==> config.mk <==
export PLATFORM = sky130hd
export DESIGN_NAME = mem_cycle_flat
export DESIGN_NICKNAME = d
export VERILOG_FILES = /design/src/rtl/rv32_pkg.sv /design/src/rtl/mem_cycle_if.sv /design/src/rtl/lsu_align.sv /design/src/rtl/mem_cycle.sv /design/src/flat_wrapper.sv
export SDC_FILE = /design/constraint.sdc
export NUM_CORES = 1
export LEC_CHECK = 0
export CORE_AREA = 3 3 123 125
export DETAILED_ROUTE_END_ITERATION = 10
export DIE_AREA = 0 0 126 128
export HOLD_SLACK_MARGIN = 0.03
export PLACE_DENSITY = 0.84
export SYNTH_ARGS = -nofsm -noshare
export SYNTH_HDL_FRONTEND = slang
export SYNTH_SLANG_ARGS = --single-unit
==> constraint.sdc <==
create_clock -name i_clk -period 6.32 [get_ports i_clk]
set_input_delay 1.58 -clock i_clk [delete_from_list [all_inputs] [get_ports i_clk]]
set_output_delay 1.58 -clock i_clk [all_outputs]
set_load 0.02 [all_outputs]
==> src/rtl/rv32_pkg.sv <==
// Shared RV32I encodings for the MEM stage: funct3 load/store codes, write-back
// select values, the access FSM states and the MEM/WB register layout.
package rv32_pkg;

    localparam logic [2:0] F3_LB  = 3'b000;
    localparam logic [2:0] F3_LH  = 3'b001;
    localparam logic [2:0] F3_LW  = 3'b010;
    localparam logic [2:0] F3_LBU = 3'b100;
    localparam logic [2:0] F3_LHU = 3'b101;

    localparam logic [2:0] F3_SB  = 3'b000;
    localparam logic [2:0] F3_SH  = 3'b001;
    localparam logic [2:0] F3_SW  = 3'b010;

    localparam logic [1:0] WB_ALU  = 2'd0;
    localparam logic [1:0] WB_LOAD = 2'd1;
    localparam logic [1:0] WB_PC4  = 2'd2;

    typedef enum logic {
        IDLE = 1'b0,
        WAIT = 1'b1
    } mem_state_e;

    typedef struct packed {
        logic [31:0] alu_data;
        logic [31:0] pc_4;
        logic [1:0]  wb_sel;
        logic [4:0]  rd_addr;
        logic        rd_wren;
        logic [31:0] ld_data;
    } mem_wb_t;

    // Size is carried in funct3[1:0] for both loads and stores.
    function automatic logic is_misaligned(input logic [2:0] funct3, input logic [1:0] addr_lo);
        case (funct3[1:0])
            2'b01:   return addr_lo[0];
            2'b10:   return (addr_lo != 2'b00);
            default: return 1'b0;
        endcase
    endfunction

endpackage

==> src/rtl/mem_cycle_if.sv <==
// Data-memory request/acknowledge bus between the MEM stage (master) and memory (slave).
interface mem_cycle_if #(
    parameter int ADDR_W = 32
);
    logic              req;
    logic              we;
    logic [ADDR_W-1:0] addr;
    logic [31:0]       wdata;
    logic [3:0]        bmask;
    logic              ack;
    logic [31:0]       rdata;

    modport master (output req, we, addr, wdata, bmask, input ack, rdata);
    modport slave  (input req, we, addr, wdata, bmask, output ack, rdata);
endinterface

==> src/rtl/lsu_align.sv <==
// Combinational byte-lane logic: store data replication and byte enables,
// load byte/half extraction with sign or zero extension.
module lsu_align
    import rv32_pkg::*;
(
    input  logic [2:0]  i_funct3,
    input  logic [1:0]  i_addr_lo,
    input  logic        i_store,
    input  logic [31:0] i_rs2_data,
    input  logic [31:0] i_rdata,
    output logic [31:0] o_wdata,
    output logic [3:0]  o_bmask,
    output logic [31:0] o_ld_data
);

    logic signed [7:0]  ld_byte;
    logic signed [15:0] ld_half;

    // Store lanes: replicate the narrow datum across the word, enable only its bytes.
    always_comb begin
        o_wdata = i_rs2_data;
        o_bmask = 4'b1111;
        if (i_store) begin
            case (i_funct3[1:0])
                2'b00: begin
                    o_wdata = {4{i_rs2_data[7:0]}};
                    o_bmask = 4'b0001 << i_addr_lo;
                end
                2'b01: begin
                    o_wdata = {2{i_rs2_data[15:0]}};
                    o_bmask = i_addr_lo[1] ? 4'b1100 : 4'b0011;
                end
                default: ;
            endcase
        end
    end

    // Load extract: pick the addressed byte/half, then extend by funct3.
    always_comb begin
        case (i_addr_lo)
            2'd0:    ld_byte = i_rdata[7:0];
            2'd1:    ld_byte = i_rdata[15:8];
            2'd2:    ld_byte = i_rdata[23:16];
            default: ld_byte = i_rdata[31:24];
        endcase
        ld_half = i_addr_lo[1] ? i_rdata[31:16] : i_rdata[15:0];
        case (i_funct3)
            F3_LB:   o_ld_data = 32'(ld_byte);
            F3_LH:   o_ld_data = 32'(ld_half);
            F3_LBU:  o_ld_data = {24'd0, ld_byte};
            F3_LHU:  o_ld_data = {16'd0, ld_half};
            default: o_ld_data = i_rdata;
        endcase
    end

endmodule

==> src/rtl/mem_cycle.sv <==
// MEM stage: drives the data-memory handshake, stalls the pipeline while an access
// is outstanding, aborts after MAX_WAIT wait cycles, and holds the MEM/WB register.
module mem_cycle
    import rv32_pkg::*;
#(
    parameter int ADDR_W   = 32,
    parameter int MAX_WAIT = 15
) (
    input  logic        i_clk,
    input  logic        i_rst,
    mem_cycle_if.master dmem,
    input  logic        i_valid_M,
    input  logic [31:0] i_alu_data_M,
    input  logic [31:0] i_pc_4_M,
    input  logic [31:0] i_rs2_data_M,
    input  logic [2:0]  i_funct3_M,
    input  logic        i_mem_rden_M,
    input  logic        i_mem_wren_M,
    input  logic [4:0]  i_rd_addr_M,
    input  logic        i_rd_wren_M,
    input  logic [1:0]  i_wb_sel_M,
    output logic        o_stall_M,
    output logic        o_misalign_M,
    output logic        o_timeout_M,
    output logic [31:0] o_alu_data_W,
    output logic [31:0] o_pc_4_W,
    output logic [1:0]  o_wb_sel_W,
    output logic [4:0]  o_rd_addr_W,
    output logic        o_rd_wren_W,
    output logic [31:0] o_ld_data_M
);

    localparam int CNT_W = (MAX_WAIT > 0) ? $clog2(MAX_WAIT + 1) : 1;
    localparam logic [CNT_W-1:0] CNT_MAX = CNT_W'(MAX_WAIT);

    mem_state_e       state_q, state_d;
    logic [CNT_W-1:0] cnt_q, cnt_d;
    mem_wb_t          wb_q, wb_d;

    logic        misaligned;
    logic        access;
    logic        req;
    logic        timeout;
    logic        stall;
    logic [31:0] al_wdata;
    logic [3:0]  al_bmask;
    logic [31:0] al_ld_data;

    assign misaligned = (i_mem_rden_M | i_mem_wren_M) & is_misaligned(i_funct3_M, i_alu_data_M[1:0]);
    assign access     = i_valid_M & (i_mem_rden_M | i_mem_wren_M) & ~misaligned;

    lsu_align u_align (
        .i_funct3   (i_funct3_M),
        .i_addr_lo  (i_alu_data_M[1:0]),
        .i_store    (i_mem_wren_M),
        .i_rs2_data (i_rs2_data_M),
        .i_rdata    (dmem.rdata),
        .o_wdata    (al_wdata),
        .o_bmask    (al_bmask),
        .o_ld_data  (al_ld_data)
    );

    // Access FSM: zero-wait completion stays in IDLE, otherwise wait for ack or abort.
    always_comb begin
        state_d = state_q;
        cnt_d   = cnt_q;
        req     = 1'b0;
        timeout = 1'b0;
        case (state_q)
            IDLE: begin
                if (access) begin
                    req = 1'b1;
                    if (!dmem.ack) begin
                        state_d = WAIT;
                        cnt_d   = (MAX_WAIT != 0) ? CNT_W'(1) : '0;
                    end
                end
            end
            WAIT: begin
                if ((MAX_WAIT != 0) && (cnt_q == CNT_MAX)) begin
                    timeout = 1'b1;
                    state_d = IDLE;
                    cnt_d   = '0;
                end else begin
                    req = 1'b1;
                    if (dmem.ack) begin
                        state_d = IDLE;
                        cnt_d   = '0;
                    end else if (MAX_WAIT != 0) begin
                        cnt_d = cnt_q + CNT_W'(1);
                    end
                end
            end
            default: state_d = IDLE;
        endcase
        // Outputs read as zero throughout reset, even with a live instruction upstream.
        if (i_rst) begin
            req     = 1'b0;
            timeout = 1'b0;
        end
    end

    assign stall = req & ~dmem.ack;

    assign dmem.req   = req;
    assign dmem.we    = req & i_mem_wren_M;
    assign dmem.addr  = req ? {i_alu_data_M[ADDR_W-1:2], 2'b00} : '0;
    assign dmem.wdata = req ? al_wdata : '0;
    assign dmem.bmask = req ? al_bmask : '0;

    assign o_stall_M    = stall;
    assign o_misalign_M = misaligned & i_valid_M & ~i_rst;
    assign o_timeout_M  = timeout;

    // MEM/WB next value: advance when not stalled, otherwise hold and emit a bubble.
    always_comb begin
        wb_d = wb_q;
        if (stall) begin
            wb_d.rd_wren = 1'b0;
        end else begin
            wb_d.alu_data = i_alu_data_M;
            wb_d.pc_4     = i_pc_4_M;
            wb_d.wb_sel   = i_wb_sel_M;
            wb_d.rd_addr  = i_rd_addr_M;
            wb_d.rd_wren  = i_valid_M & i_rd_wren_M & ~misaligned & ~timeout;
            wb_d.ld_data  = al_ld_data;
        end
    end

    // State, wait counter and MEM/WB register.
    always_ff @(posedge i_clk) begin
        if (i_rst) begin
            state_q <= IDLE;
            cnt_q   <= '0;
            wb_q    <= '0;
        end else begin
            state_q <= state_d;
            cnt_q   <= cnt_d;
            wb_q    <= wb_d;
        end
    end

    assign o_alu_data_W = wb_q.alu_data;
    assign o_pc_4_W     = wb_q.pc_4;
    assign o_wb_sel_W   = wb_q.wb_sel;
    assign o_rd_addr_W  = wb_q.rd_addr;
    assign o_rd_wren_W  = wb_q.rd_wren;
    assign o_ld_data_M  = wb_q.ld_data;

endmodule
==> src/flat_wrapper.sv <==
// flat-port wrapper written by rule: the top's interface ports become plain ports
module mem_cycle_flat import rv32_pkg::*;
#(
    parameter int ADDR_W   = 32,
    parameter int MAX_WAIT = 15
)
  (i_clk, i_rst, i_valid_M, i_alu_data_M, i_pc_4_M, i_rs2_data_M, i_funct3_M, i_mem_rden_M, i_mem_wren_M, i_rd_addr_M, i_rd_wren_M, i_wb_sel_M, o_stall_M, o_misalign_M, o_timeout_M, o_alu_data_W, o_pc_4_W, o_wb_sel_W, o_rd_addr_W, o_rd_wren_W, o_ld_data_M, dmem_req, dmem_we, dmem_addr, dmem_wdata, dmem_bmask, dmem_ack, dmem_rdata);
  mem_cycle_if #(.ADDR_W(ADDR_W)) dmem_i ();
  input  logic i_clk;
  input  logic i_rst;
  input  logic i_valid_M;
  input  logic [31:0] i_alu_data_M;
  input  logic [31:0] i_pc_4_M;
  input  logic [31:0] i_rs2_data_M;
  input  logic [2:0] i_funct3_M;
  input  logic i_mem_rden_M;
  input  logic i_mem_wren_M;
  input  logic [4:0] i_rd_addr_M;
  input  logic i_rd_wren_M;
  input  logic [1:0] i_wb_sel_M;
  output logic o_stall_M;
  output logic o_misalign_M;
  output logic o_timeout_M;
  output logic [31:0] o_alu_data_W;
  output logic [31:0] o_pc_4_W;
  output logic [1:0] o_wb_sel_W;
  output logic [4:0] o_rd_addr_W;
  output logic o_rd_wren_W;
  output logic [31:0] o_ld_data_M;
  output wire logic [$bits(dmem_i.req)-1:0] dmem_req;
  output wire logic [$bits(dmem_i.we)-1:0] dmem_we;
  output wire logic [$bits(dmem_i.addr)-1:0] dmem_addr;
  output wire logic [$bits(dmem_i.wdata)-1:0] dmem_wdata;
  output wire logic [$bits(dmem_i.bmask)-1:0] dmem_bmask;
  input wire logic [$bits(dmem_i.ack)-1:0] dmem_ack;
  input wire logic [$bits(dmem_i.rdata)-1:0] dmem_rdata;
  assign dmem_req = dmem_i.req;
  assign dmem_we = dmem_i.we;
  assign dmem_addr = dmem_i.addr;
  assign dmem_wdata = dmem_i.wdata;
  assign dmem_bmask = dmem_i.bmask;
  assign dmem_i.ack = dmem_ack;
  assign dmem_i.rdata = dmem_rdata;
  mem_cycle #(.ADDR_W(ADDR_W), .MAX_WAIT(MAX_WAIT)) u_core (.i_clk(i_clk), .i_rst(i_rst), .dmem(dmem_i), .i_valid_M(i_valid_M), .i_alu_data_M(i_alu_data_M), .i_pc_4_M(i_pc_4_M), .i_rs2_data_M(i_rs2_data_M), .i_funct3_M(i_funct3_M), .i_mem_rden_M(i_mem_rden_M), .i_mem_wren_M(i_mem_wren_M), .i_rd_addr_M(i_rd_addr_M), .i_rd_wren_M(i_rd_wren_M), .i_wb_sel_M(i_wb_sel_M), .o_stall_M(o_stall_M), .o_misalign_M(o_misalign_M), .o_timeout_M(o_timeout_M), .o_alu_data_W(o_alu_data_W), .o_pc_4_W(o_pc_4_W), .o_wb_sel_W(o_wb_sel_W), .o_rd_addr_W(o_rd_addr_W), .o_rd_wren_W(o_rd_wren_W), .o_ld_data_M(o_ld_data_M));
endmodule
==> results of run 1 <==
==> flip-flops by register name (all words and copies together) (netlist names) <==
signal,cells
u_core.o_alu_data_W,32
u_core.o_ld_data_M,32
u_core.o_pc_4_W,32
u_core.o_rd_addr_W,5
u_core.cnt_q,4
u_core.o_wb_sel_W,2
u_core.o_rd_wren_W,1
u_core.state_q,1
==> cell type report <==
cell class	count	share of cell area (%)
Multi-Input combinational cell	492	31.9
Sequential cell	109	24.3
Tap cell	180	2.51
Clock inverter	7	1.14
Clock buffer	9	2.51
Timing Repair Buffer	337	37.2
Inverter	10	0.418
==> layer usage <==
| metal | part of all wire [%] | vias to the layer above |
|---|---|---|
| li1 | - | 3072 |
| met1 | 40 | 2913 |
| met2 | 48 | 325 |
| met3 | 9.0 | 53 |
| met4 | 3.3 | 0 |
| met5 | 0 | - |
==> worst max-delay path: cells and delay by family <==
kind,cells,cell delay [ns]
buf+inv,4,1.45
fa+ha+maj,1,0.36
simple gates,3,0.72
compound gates,1,0.15
==> cell usage after synthesis (10+ instances only) <==
master    number
dfxtp_1      109
a21oi_1       83
nand3_1       74
o21ai_0       73
clkbuf_1      43
and3_1        39
nor3_1        36
nor2_1        33
a211oi_1      32
nand2_1       28
buf_2         20
a221oi_1      17
a22oi_1       15
mux2i_1       12
inv_1         10
==> power groups by stage <==
stage / registers, mW / logic (mW) / clock network, mW
final: 0.761 / 0.564 / 0.607
after global routing: 0.766 / 0.601 / 0.653
after CTS: 0.761 / 0.565 / 0.623
after detailed placement: 0.777 / 0.562 / 0
after global placement: 0.775 / 0.559 / 0
after floorplan: 0.834 / 0.216 / 0
==> cells by family after synthesis <==
logic type | count (synthesis) | share of synthesized area [%]
compound gates | 246 | 27.8
simple gates | 228 | 21.5
flops | 109 | 40.4
buf+inv | 87 | 7.16
mux | 12 | 2.22
fa+ha+maj | 4 | 0.927
other cells | 1 | 0.0694
==> worst max-delay path by stage <==
stage                      to  slack (ns)  depth (start not counted)
2_1_floorplan  dmem_wdata[15]        1.60                          8
3_3_place_gp   dmem_wdata[21]        0.56                          9
3_5_place_dp   dmem_wdata[11]        0.49                          9
4_1_cts        dmem_wdata[11]        0.48                          9
5_1_grt        dmem_wdata[21]        0.33                          9
6_report       dmem_wdata[21]        0.47                          9
==> impl_results.md, run 1 <==
* Status: complete, no violations
* Layout cells sized above 1 at 4.77%
* Synth Cell Area at about 5400 µm²
* Routed WL at 20500 µm
* Min-Delay Path Depth at 2
* P_sw at 0.607 mW
* Clock Path Buffers at 2
* Fin. max-slew vios at 0
* Worst Hold Path EP: u_core.o_pc_4_W[18]
* Skew final at around 0.011 ns
* H-tree Lvls at 3
* Most used cell, CP: clkdlybuf4s50_1
* Max Cap Violations at 0
* Syn Area/Cell at 7.86 µm²
* DRT Pass-1 Iters at 5
* Largest net degree at the start of global routing at 113
* Sequential cell area at approximately 2200 µm²
* Number of diodes at 0
* Util after Layout at 64.2%
* Residual DRC at 0
* Crit end category: output port
* PnR Total Power at 1.93 mW
* Main synth FF type: dfxtp_1
* Most frequent cells in the layout: 318 x clkdlybuf4s50_1, 109 x dfxtp_1, 83 x a21oi_1, 74 x nand3_1, 73 x o21ai_0
* Leakage at 3.35 nW
* RSZ-0062 raised after global routing: no
* Total Routing Usage GR at 24.3%
* Placed Cells at 1128
* GR Layer Usage met3 at 7.29%
* Average wire per cell in the routed design at 17.9 µm
* Tcrit/Tclk final at between 90% and 100%
* Area delta synth->final at 66.2%
* Row count at 43
* CTS Sinks at between 100 and 150
* Slew HR at between 40% and 50%
* Sequential area share after synthesis at 40.4%
* GRT busiest layer: met2
* Setup violators final at 0
* DIE AREA at 16100 µm²
* Met1 Use GR at between 20% and 30%
* Slowest stage delay, CP at approximately 0.6 ns
* Final min period at 5.85 ns
* Critical path type: in -> out
* Post-Synthesis Cells at 687
* DRT iter0 DRCs at approximately 350
* R2R Path Start: u_core.cnt_q[0]
* GR Util met2 at between 30 and 40%
* P_int at approximately 1.3 mW
* Max Clk Rate at 0.171 GHz
* Vias in the first global route at 6117
* GR Overflow Total at 0
* Setup bufs post-CTS at 0
* CTS clock-pin slew for the worst setup and hold paths at approximately 0.080 ns
* Comb pwr share at 29.2%
* Placement Cell Area at between 8000 and 9000 µm²
* Clock power frac at 31.4%
* Yosys cell types at 43
* Worst-Margin Slew at 0.849 ns
* Slowest-stage cell, CP: clkdlybuf4s50_1
* Initial antenna violation count at 0
* I/O pin total at 322
* CTS tree: yes
* Drt via density at 5.56
* Switching Share at a little under a third
* Slack of the critical path at 0.471 ns
* First-pass GRT wire length at around 32000 µm
* Cell type with the largest total area after synthesis: dfxtp_1
* Port buffer count at 319
* RD Place Congestion at 0.846
* R2r setup slk at 3.85 ns
* Crit Path Max Fanout at 9
* Synthesized flop and latch total at approximately 110
* Fin area at 8970 µm²
* Crit path launch type: input port
* DIE HEIGHT at 128 µm
* Min-delay worst type: reg -> reg
* Critical Path RT at 4.74 ns
* Pre-CTS setup slack at approximately 0.49 ns
* Post-DP HPWL at roughly 15000 µm
* Top cells by area, synth: dfxtp_1 40%, a21oi_1 7.7%, nand3_1 6.9%
* VDD IR max at 161 µV
* Layout Cells excl Fill at 1144
* CTS root buffer: clkbuf_16
* CP startpoint: i_funct3_M[1]
* Hold Violations, Final at 0
* Multi-input logic area at ~2900 µm²
* Pwr dens at ~220 nW/µm²
* Core area at between 10000 and 15000 µm²
* Worst Path Arrival at about 4.3 ns
* Sequential Power Share at 39.4%
* Post-synth EDFFs at 0
* Post-route setup TNS at 0 ns
* Inserted Clock Buffers at 9
* Post-cts sizing count at 0
* Final ANT Viol Nets at 0
* Worst r2r dst: u_core.o_ld_data_M[31]
* Initial Utilization at about 39%
* R2r worst-path depth at 6
* Worst hold start: u_core.o_pc_4_W[18]
* Final Net Count at about 1100
* Die Wd at 126 µm
* Number of synthesis warnings at 0
* Commonest non-fill, non-tap cell in the layout: clkdlybuf4s50_1
* Routed via count at between 6000 and 7000
* Worst skew pair latency at between 0.3 and 0.4 ns
* Post-synth top area share at 40.4%
* FILL cells at 1227
* Worst hold margin at around 0.46 ns
* # hold bufs at CTS at 0
* Cell Chain, Critical Path: clkdlybuf4s50_1, inv_1, ha_1, buf_4, nor2_2, nor2b_1, nand2_1, a21oi_1, clkdlybuf4s50_1
* Async set-or-reset flop fraction in the synthesized netlist at 0%
Note: power is estimated with default switching activity, not from simulation.
==> run 2: changes to the inputs <==
--- a/config.mk
+++ b/config.mk
@@ -5,11 +5,11 @@
 export SDC_FILE = /design/constraint.sdc
 export NUM_CORES = 1
 export LEC_CHECK = 0
-export CORE_AREA = 3 3 123 125
+export CORE_MARGIN = 5
+export CORE_UTILIZATION = 41
 export DETAILED_ROUTE_END_ITERATION = 10
-export DIE_AREA = 0 0 126 128
 export HOLD_SLACK_MARGIN = 0.03
-export PLACE_DENSITY = 0.84
+export PLACE_DENSITY = 0.9
 export SYNTH_ARGS = -nofsm -noshare
 export SYNTH_HDL_FRONTEND = slang
 export SYNTH_SLANG_ARGS = --single-unit
==> impl_results.md, run 2 (synthesized netlist as in run 1, its figures left out) <==
* GR Overflow Total at 0 (unchanged)
* Number of diodes at 0 (unchanged)
* First-pass GRT wire length at 32900 µm (+2.9%)
* Clock Path Buffers at 2 (unchanged)
* Final ANT Viol Nets at 0 (unchanged)
* Sequential cell area at 2180 µm² (unchanged)
* Worst Path Arrival at 4.27 ns (about the same)
* DIE AREA at 15600 µm² (-3.5%)
* Post-cts sizing count at 0 (unchanged)
* CTS Sinks at 109 (unchanged)
* Routed WL at 21200 µm (+3.6%)
* RD Place Congestion at 0.873 (+3.2%)
* Worst skew pair latency at 0.34 ns (-0.02 ns)
* Initial antenna violation count at 1 (+1)
* Post-DP HPWL at 15200 µm (+3.8%)
* Crit path launch type: input port
* Final Net Count at 1108 (unchanged)
* Row count at 42 (-2.3%)
* RSZ-0062 raised after global routing: no
* Setup violators final at 0 (unchanged)
* Most frequent cells in the layout: 317 x clkdlybuf4s50_1, 109 x dfxtp_1, 83 x a21oi_1, 74 x nand3_1, 73 x o21ai_0
* Fin. max-slew vios at 0 (unchanged)
* Critical Path RT at 4.74 ns (about the same)
* Worst hold margin at 0.462 ns (-0.00121 ns)
* # hold bufs at CTS at 0 (unchanged)
* Area delta synth->final at 66.1% (about the same)
* Layout Cells excl Fill at 1140 (-0.35%)
* Drt via density at 5.59 (+0.43%)
* Pwr dens at 213 nW/µm² (-1.1%)
* Post-route setup TNS at 0 ns (unchanged)
* Status: complete, no violations
* Tcrit/Tclk final at 92.5% (about the same)
* Min-delay worst type: reg -> reg
* Max Clk Rate at 0.171 GHz (about the same)
* Slew HR at 28.9% (-14 points)
* R2r worst-path depth at 6 (unchanged)
* Vias in the first global route at 6099 (-0.29%)
* Total Routing Usage GR at 25.4% (+1.1 points)
* Layout cells sized above 1 at 4.88% (+0.10 points)
* Port buffer count at 319 (unchanged)
* Largest net degree at the start of global routing at 83 (-27%)
* Crit Path Max Fanout at 22 (+13)
* Routed via count at 6368 (+0.079%)
* DIE HEIGHT at 125 µm (-2.5%)
* Initial Utilization at 41.3% (+2.7 points)
* Skew final at 0.00572 ns (-0.00501 ns)
* DRT iter0 DRCs at 497 (+43%)
* Average wire per cell in the routed design at 18.6 µm (+4.0%)
* I/O pin total at 322 (unchanged)
* Die Wd at 125 µm (-0.98%)
* Min-Delay Path Depth at 2 (unchanged)
* CTS clock-pin slew for the worst setup and hold paths at 0.07 ns (about the same)
* Commonest non-fill, non-tap cell in the layout: clkdlybuf4s50_1
* CTS tree: yes
* Core area at 13100 µm² (-6.5%)
* Placed Cells at 1124 (-0.35%)
* DRT Pass-1 Iters at 5 (unchanged)
* Final min period at 5.85 ns (-0.000634 ns)
* Max Cap Violations at 0 (unchanged)
* Inserted Clock Buffers at 9 (unchanged)
* Residual DRC at 0 (unchanged)
* FILL cells at 1064 (-13%)
* PnR Total Power at 1.91 mW (-1.1%)
* Crit end category: output port
* Leakage at 3.35 nW (about the same)
* Worst-Margin Slew at 1.07 ns (+0.217 ns)
* VDD IR max at 127 µV (-21%)
* Setup bufs post-CTS at 0 (unchanged)
* Hold Violations, Final at 0 (unchanged)
* Multi-input logic area at 2860 µm² (unchanged)
* CTS root buffer: clkbuf_16
* Critical path type: in -> out
* H-tree Lvls at 3 (unchanged)
## run 2: cell types whose count changed in the layout (fill, tap and decap cells not counted), sizes merged
cell	previous run	this run
clkinvlp	0	1
clkdlybuf4s50	318	317
buf	19	20
clkinv	4	3
## run 2: cell type report
type                       count  share of cell area (%)
multi-input combinational    492                    31.9
sequential                   109                    24.3
inverter                      10                   0.418
clock buffer                   9                    2.51
tap                          176                    2.45
clock inverter                 7                   0.934
timing repair buffer         337                    37.5
## run 2: critical path: stages
cell and delay, ns:
clkdlybuf4s50_1 0.58, inv_1 0.12, ha_1 0.23, o211ai_2 0.33, a31o_4 0.23, nand2_1 0.16, buf_4 0.27, a21oi_1 0.15
clkdlybuf4s50_1 0.62
## run 2: report_power, final
| group | internal, mW | switching, mW |
|---|---|---|
| Sequential | 0.736 | 0.0258 |
| Clock | 0.314 | 0.265 |
| Combinational | 0.270 | 0.300 |
| Total | 1.32 | 0.591 |
## run 2: path summary, 6_finish.rpt
path / startpoint / end / slack (ns)
worst min-delay path: u_core.o_pc_4_W[12] / u_core.o_pc_4_W[12] / 0.46
worst min register to register: u_core.o_pc_4_W[12] / u_core.o_pc_4_W[12] / 0.46
worst max-delay path: i_funct3_M[1] / dmem_wdata[21] / 0.47
worst max register to register: u_core.cnt_q[0] / u_core.o_rd_addr_W[1] / 3.68
## run 2: per-layer routing
layer / vias up / part of all wire, % / GRT usage (%)
met5: - / 0.061 / 0
met4: 2 / 2.8 / 8.19
met3: 45 / 8.0 / 6.90
met2: 310 / 49 / 43.2
met1: 2945 / 40 / 31.1
li1: 3066 / - / -
## run 2: per-stage QoR
stage / area, µm² / utilization [%] / worst slack (ns)
3_3_place_gp: 8660 / 66.2 / 0.544
3_5_place_dp: 8660 / 66.2 / 0.485
6_report: 8970 / 68.6 / 0.472
2_1_floorplan: 5400 / - / 1.60
4_1_cts: 8970 / 68.6 / 0.467
5_1_grt: 8970 / 68.6 / 0.297
==> run 3: changes to the inputs <==
--- a/config.mk
+++ b/config.mk
@@ -5,11 +5,12 @@
 export SDC_FILE = /design/constraint.sdc
 export NUM_CORES = 1
 export LEC_CHECK = 0
+export ABC_AREA = 1
 export CORE_MARGIN = 5
 export CORE_UTILIZATION = 41
 export DETAILED_ROUTE_END_ITERATION = 10
 export HOLD_SLACK_MARGIN = 0.03
-export PLACE_DENSITY = 0.9
+export PLACE_DENSITY = 0.83
 export SYNTH_ARGS = -nofsm -noshare
 export SYNTH_HDL_FRONTEND = slang
 export SYNTH_SLANG_ARGS = --single-unit
==> impl_results.md, run 3 <==
* Yosys cell types at 27 (-37%)
* Post-synth top area share at 31.3% (-9.1 points)
* Min-delay worst type: reg -> reg
* DIE HEIGHT at 140 µm (+12%)
* GR Overflow Total at 0 (unchanged)
* RSZ-0062 raised after global routing: no
* Setup violators final at 0 (unchanged)
* Comb pwr share at 33.1% (+3.3 points)
* Post-cts sizing count at 0 (unchanged)
* Cell Chain, Critical Path: clkdlybuf4s50_1, inv_1, ha_1, inv_1, nor2_1, nand2_2, nand2_1, nand2_4, nand2_2, nor2_1, nand2_1, nand2_1, clkdlybuf4s50_1
* Top cells by area, synth: dfxtp_1 31%, nand2_1 16%, inv_1 16%
* Initial antenna violation count at 0 (-1)
* Routed WL at 24800 µm (+17%)
* CTS root buffer: clkbuf_16
* Crit Path Max Fanout at 19 (-14%)
* Slack of the critical path at 0.338 ns (-0.134 ns)
* Max Cap Violations at 0 (unchanged)
* Main synth FF type: dfxtp_1
* Min-Delay Path Depth at 2 (unchanged)
* Max Clk Rate at 0.167 GHz (-2.2%)
* Worst skew pair latency at 0.35 ns (about the same)
* Core area at 16600 µm² (+27%)
* Sequential area share after synthesis at 31.3% (-9.1 points)
* Syn Area/Cell at 5.69 µm² (-28%)
* Skew final at 0.00847 ns (+0.00275 ns)
* Synthesized flop and latch total at 109 (unchanged)
* Count leader, synth: nand2_1
* Slowest stage delay, CP at 0.60 ns (-0.02 ns)
* Area delta synth->final at 50.3%
* Worst Hold Path EP: u_core.cnt_q[3]
* Port buffer count at 319 (unchanged)
* Post-DP HPWL at 18400 µm (+21%)
* Largest net degree at the start of global routing at 90 (+8.4%)
* Switching Share at 33.0% (+2.1 points)
* Residual DRC at 0 (unchanged)
* I/O pin total at 322 (unchanged)
* Critical path type: in -> out
* Fin. max-slew vios at 0 (unchanged)
* CTS clock-pin slew for the worst setup and hold paths at 0.07 ns (about the same)
* P_int at 1.33 mW (+0.80%)
* RD Place Congestion at 0.870 (-0.36%)
* Commonest non-fill, non-tap cell in the layout: clkdlybuf4s50_1
* Sequential Power Share at 38.5% (-1.3 points)
* Crit end category: output port
* CTS Sinks at 109 (unchanged)
* Initial Utilization at 41.8% (+0.56 points)
* Synth Cell Area at 6960 µm² (+29%)
* Tcrit/Tclk final at 94.7% (+2.1 points)
* Routed via count at 8155 (+28%)
* Layout cells sized above 1 at 3.81% (-1.1 points)
* Crit path launch type: input port
* R2r setup slk at 3.76 ns (+0.08 ns)
* Final Net Count at 1640 (+48%)
* Leading cell types by count after synthesis: 306 x nand2_1, 298 x inv_1, 193 x nor2_1
* CP Buf/Inv Count at 4 (unchanged)
* Cell type with the largest total area after synthesis: dfxtp_1
* Util after Layout at 62.9% (-5.7 points)
* Worst Path Arrival at 4.40 ns (+0.13 ns)
* Most used cell, CP: nand2_1
* Async set-or-reset flop fraction in the synthesized netlist at 0% (unchanged)
* Slew HR at 36.6% (+7.7 points)
* Final min period at 5.98 ns (+0.134 ns)
* First-pass GRT wire length at 38700 µm (+17%)
* # hold bufs at CTS at 0 (unchanged)
* R2R Path Start: u_core.cnt_q[0]
* Hold Violations, Final at 0 (unchanged)
* Number of diodes at 0 (unchanged)
* Row count at 47 (+12%)
* Placement Cell Area at 10200 µm² (+17%)
* Clock power frac at 28.3% (-2.0 points)
* Post-route setup TNS at 0 ns (unchanged)
* Final ANT Viol Nets at 0 (unchanged)
* Average wire per cell in the routed design at 14.4 µm (-22%)
* DRT iter0 DRCs at 445 (-10%)
* Post-Synthesis Cells at 1223 (+78%)
* Worst hold start: u_core.state_q
* Drt via density at 4.75 (-15%)
* Status: complete, no violations
* Worst r2r dst: u_core.o_pc_4_W[12]
* Setup bufs post-CTS at 0 (unchanged)
* Total Routing Usage GR at 24.0% (-1.4 points)
* Gate family responsible for the most delay along the worst path: buffers and inverters
* Clock Path Buffers at 2 (unchanged)
* Fin area at 10500 µm² (+17%)
* H-tree Lvls at 3 (unchanged)
* Pwr dens at 190 nW/µm² (-11%)
* Number of synthesis warnings at 0 (unchanged)
* Vias in the first global route at 7457 (+22%)
* Pre-CTS setup slack at 0.345 ns (-0.139 ns)
* R2r worst-path depth at 9 (+3)
* DRT Pass-1 Iters at 5 (unchanged)
* Critical Path RT at 4.74 ns (about the same)
* Die Wd at 140 µm (+12%)
* DIE AREA at 19700 µm² (+26%)
* Worst-Margin Slew at 0.950 ns (-0.115 ns)
* Leakage at 5.47 nW (+63%)
* VDD IR max at 133 µV (+4.9%)
* CTS tree: yes
* Most frequent cells in the layout: 319 x clkdlybuf4s50_1, 305 x nand2_1, 298 x inv_1, 193 x nor2_1, 109 x dfxtp_1
* P_sw at 0.656 mW (+11%)
* FILL cells at 1565 (+47%)
* Slowest-stage cell, CP: clkdlybuf4s50_1
* Post-synth EDFFs at 0 (unchanged)
* Inserted Clock Buffers at 9 (unchanged)
-- run 3: cell types whose count changed after synthesis, moves of 15 or more --
cell	before	now
a21oi_1	83	33
o21ai_0	73	20
nor2_1	33	193
buf_2	20	37
a22oi_1	15	0
and3_1	39	0
nand3_1	74	47
a221oi_1	17	0
nand4_1	0	103
inv_1	10	298
a211oi_1	32	0
clkbuf_1	43	22
nor3_1	36	4
nand2_1	28	306
-- run 3: layer usage --
| metal | global-route usage, % | vias to the layer above | share of wire, % |
|---|---|---|---|
| li1 | - | 4167 | - |
| met1 | 29.6 | 3622 | 40 |
| met2 | 40.7 | 324 | 49 |
| met3 | 6.24 | 42 | 8.8 |
| met4 | 7.75 | 0 | 2.3 |
| met5 | 0 | - | 0 |
-- run 3: logic make-up after synthesis --
kind of cell,Yosys count,synth area share (%)
simple gates,669,41.8
other cells,1,0.0539
fa+ha+maj,4,0.719
buf+inv,385,22.0
compound gates,54,3.99
flops,109,31.3
xor+xnor,1,0.126
-- run 3: cell type report --
class / count / area [µm²] / share of cell area (%)
Clock buffer: 13 / 270 / 2.58
Tap cell: 220 / 275 / 2.63
Timing Repair Buffer: 333 / 3300 / 31.5
Clock inverter: 3 / 18.8 / 0.179
Inverter: 308 / 1160 / 11.1
Multi-Input combinational cell: 730 / 3260 / 31.2
Sequential cell: 109 / 2180 / 20.8
-- run 3: power groups by stage --
stage / Clock, mW / Combinational, mW / Sequential [mW]
after global routing: 0.601 / 0.718 / 0.771
after global placement: 0 / 0.651 / 0.779
after detailed placement: 0 / 0.659 / 0.781
after floorplan: 0 / 0.288 / 0.842
final: 0.563 / 0.658 / 0.765
after CTS: 0.576 / 0.662 / 0.765
-- run 3: worst max-delay path by stage --
| stage | endpoint | start | cells past startpoint |
|---|---|---|---|
| after floorplan | dmem_bmask[1] | i_funct3_M[1] | 12 |
| after global placement | dmem_wdata[9] | i_funct3_M[1] | 13 |
| after detailed placement | dmem_wdata[10] | i_funct3_M[1] | 13 |
| after CTS | dmem_wdata[10] | i_funct3_M[1] | 13 |
| after global routing | dmem_wdata[10] | i_funct3_M[1] | 13 |
| final | dmem_wdata[10] | i_funct3_M[1] | 13 |
-- run 3: per-stage QoR --
step                      hold WS (ns)  instances  power [mW]
after detailed placement         0.494       1700        1.44
final                            0.505       1716        1.99
after CTS                        0.499       1716        2.00
after global placement           0.489       1700        1.43
after global routing             0.521       1716        2.09
after floorplan                  0.477       1224        1.13
-- run 3: worst reg2reg max path: cells and delay by family, from the launching register on --
family	cells	cell delay [ns]
buffers and inverters	2	1.03
AND/OR/NAND/NOR	6	0.86
flip-flops	1	0.34
adder cells (fa/ha/maj)	1	0.24
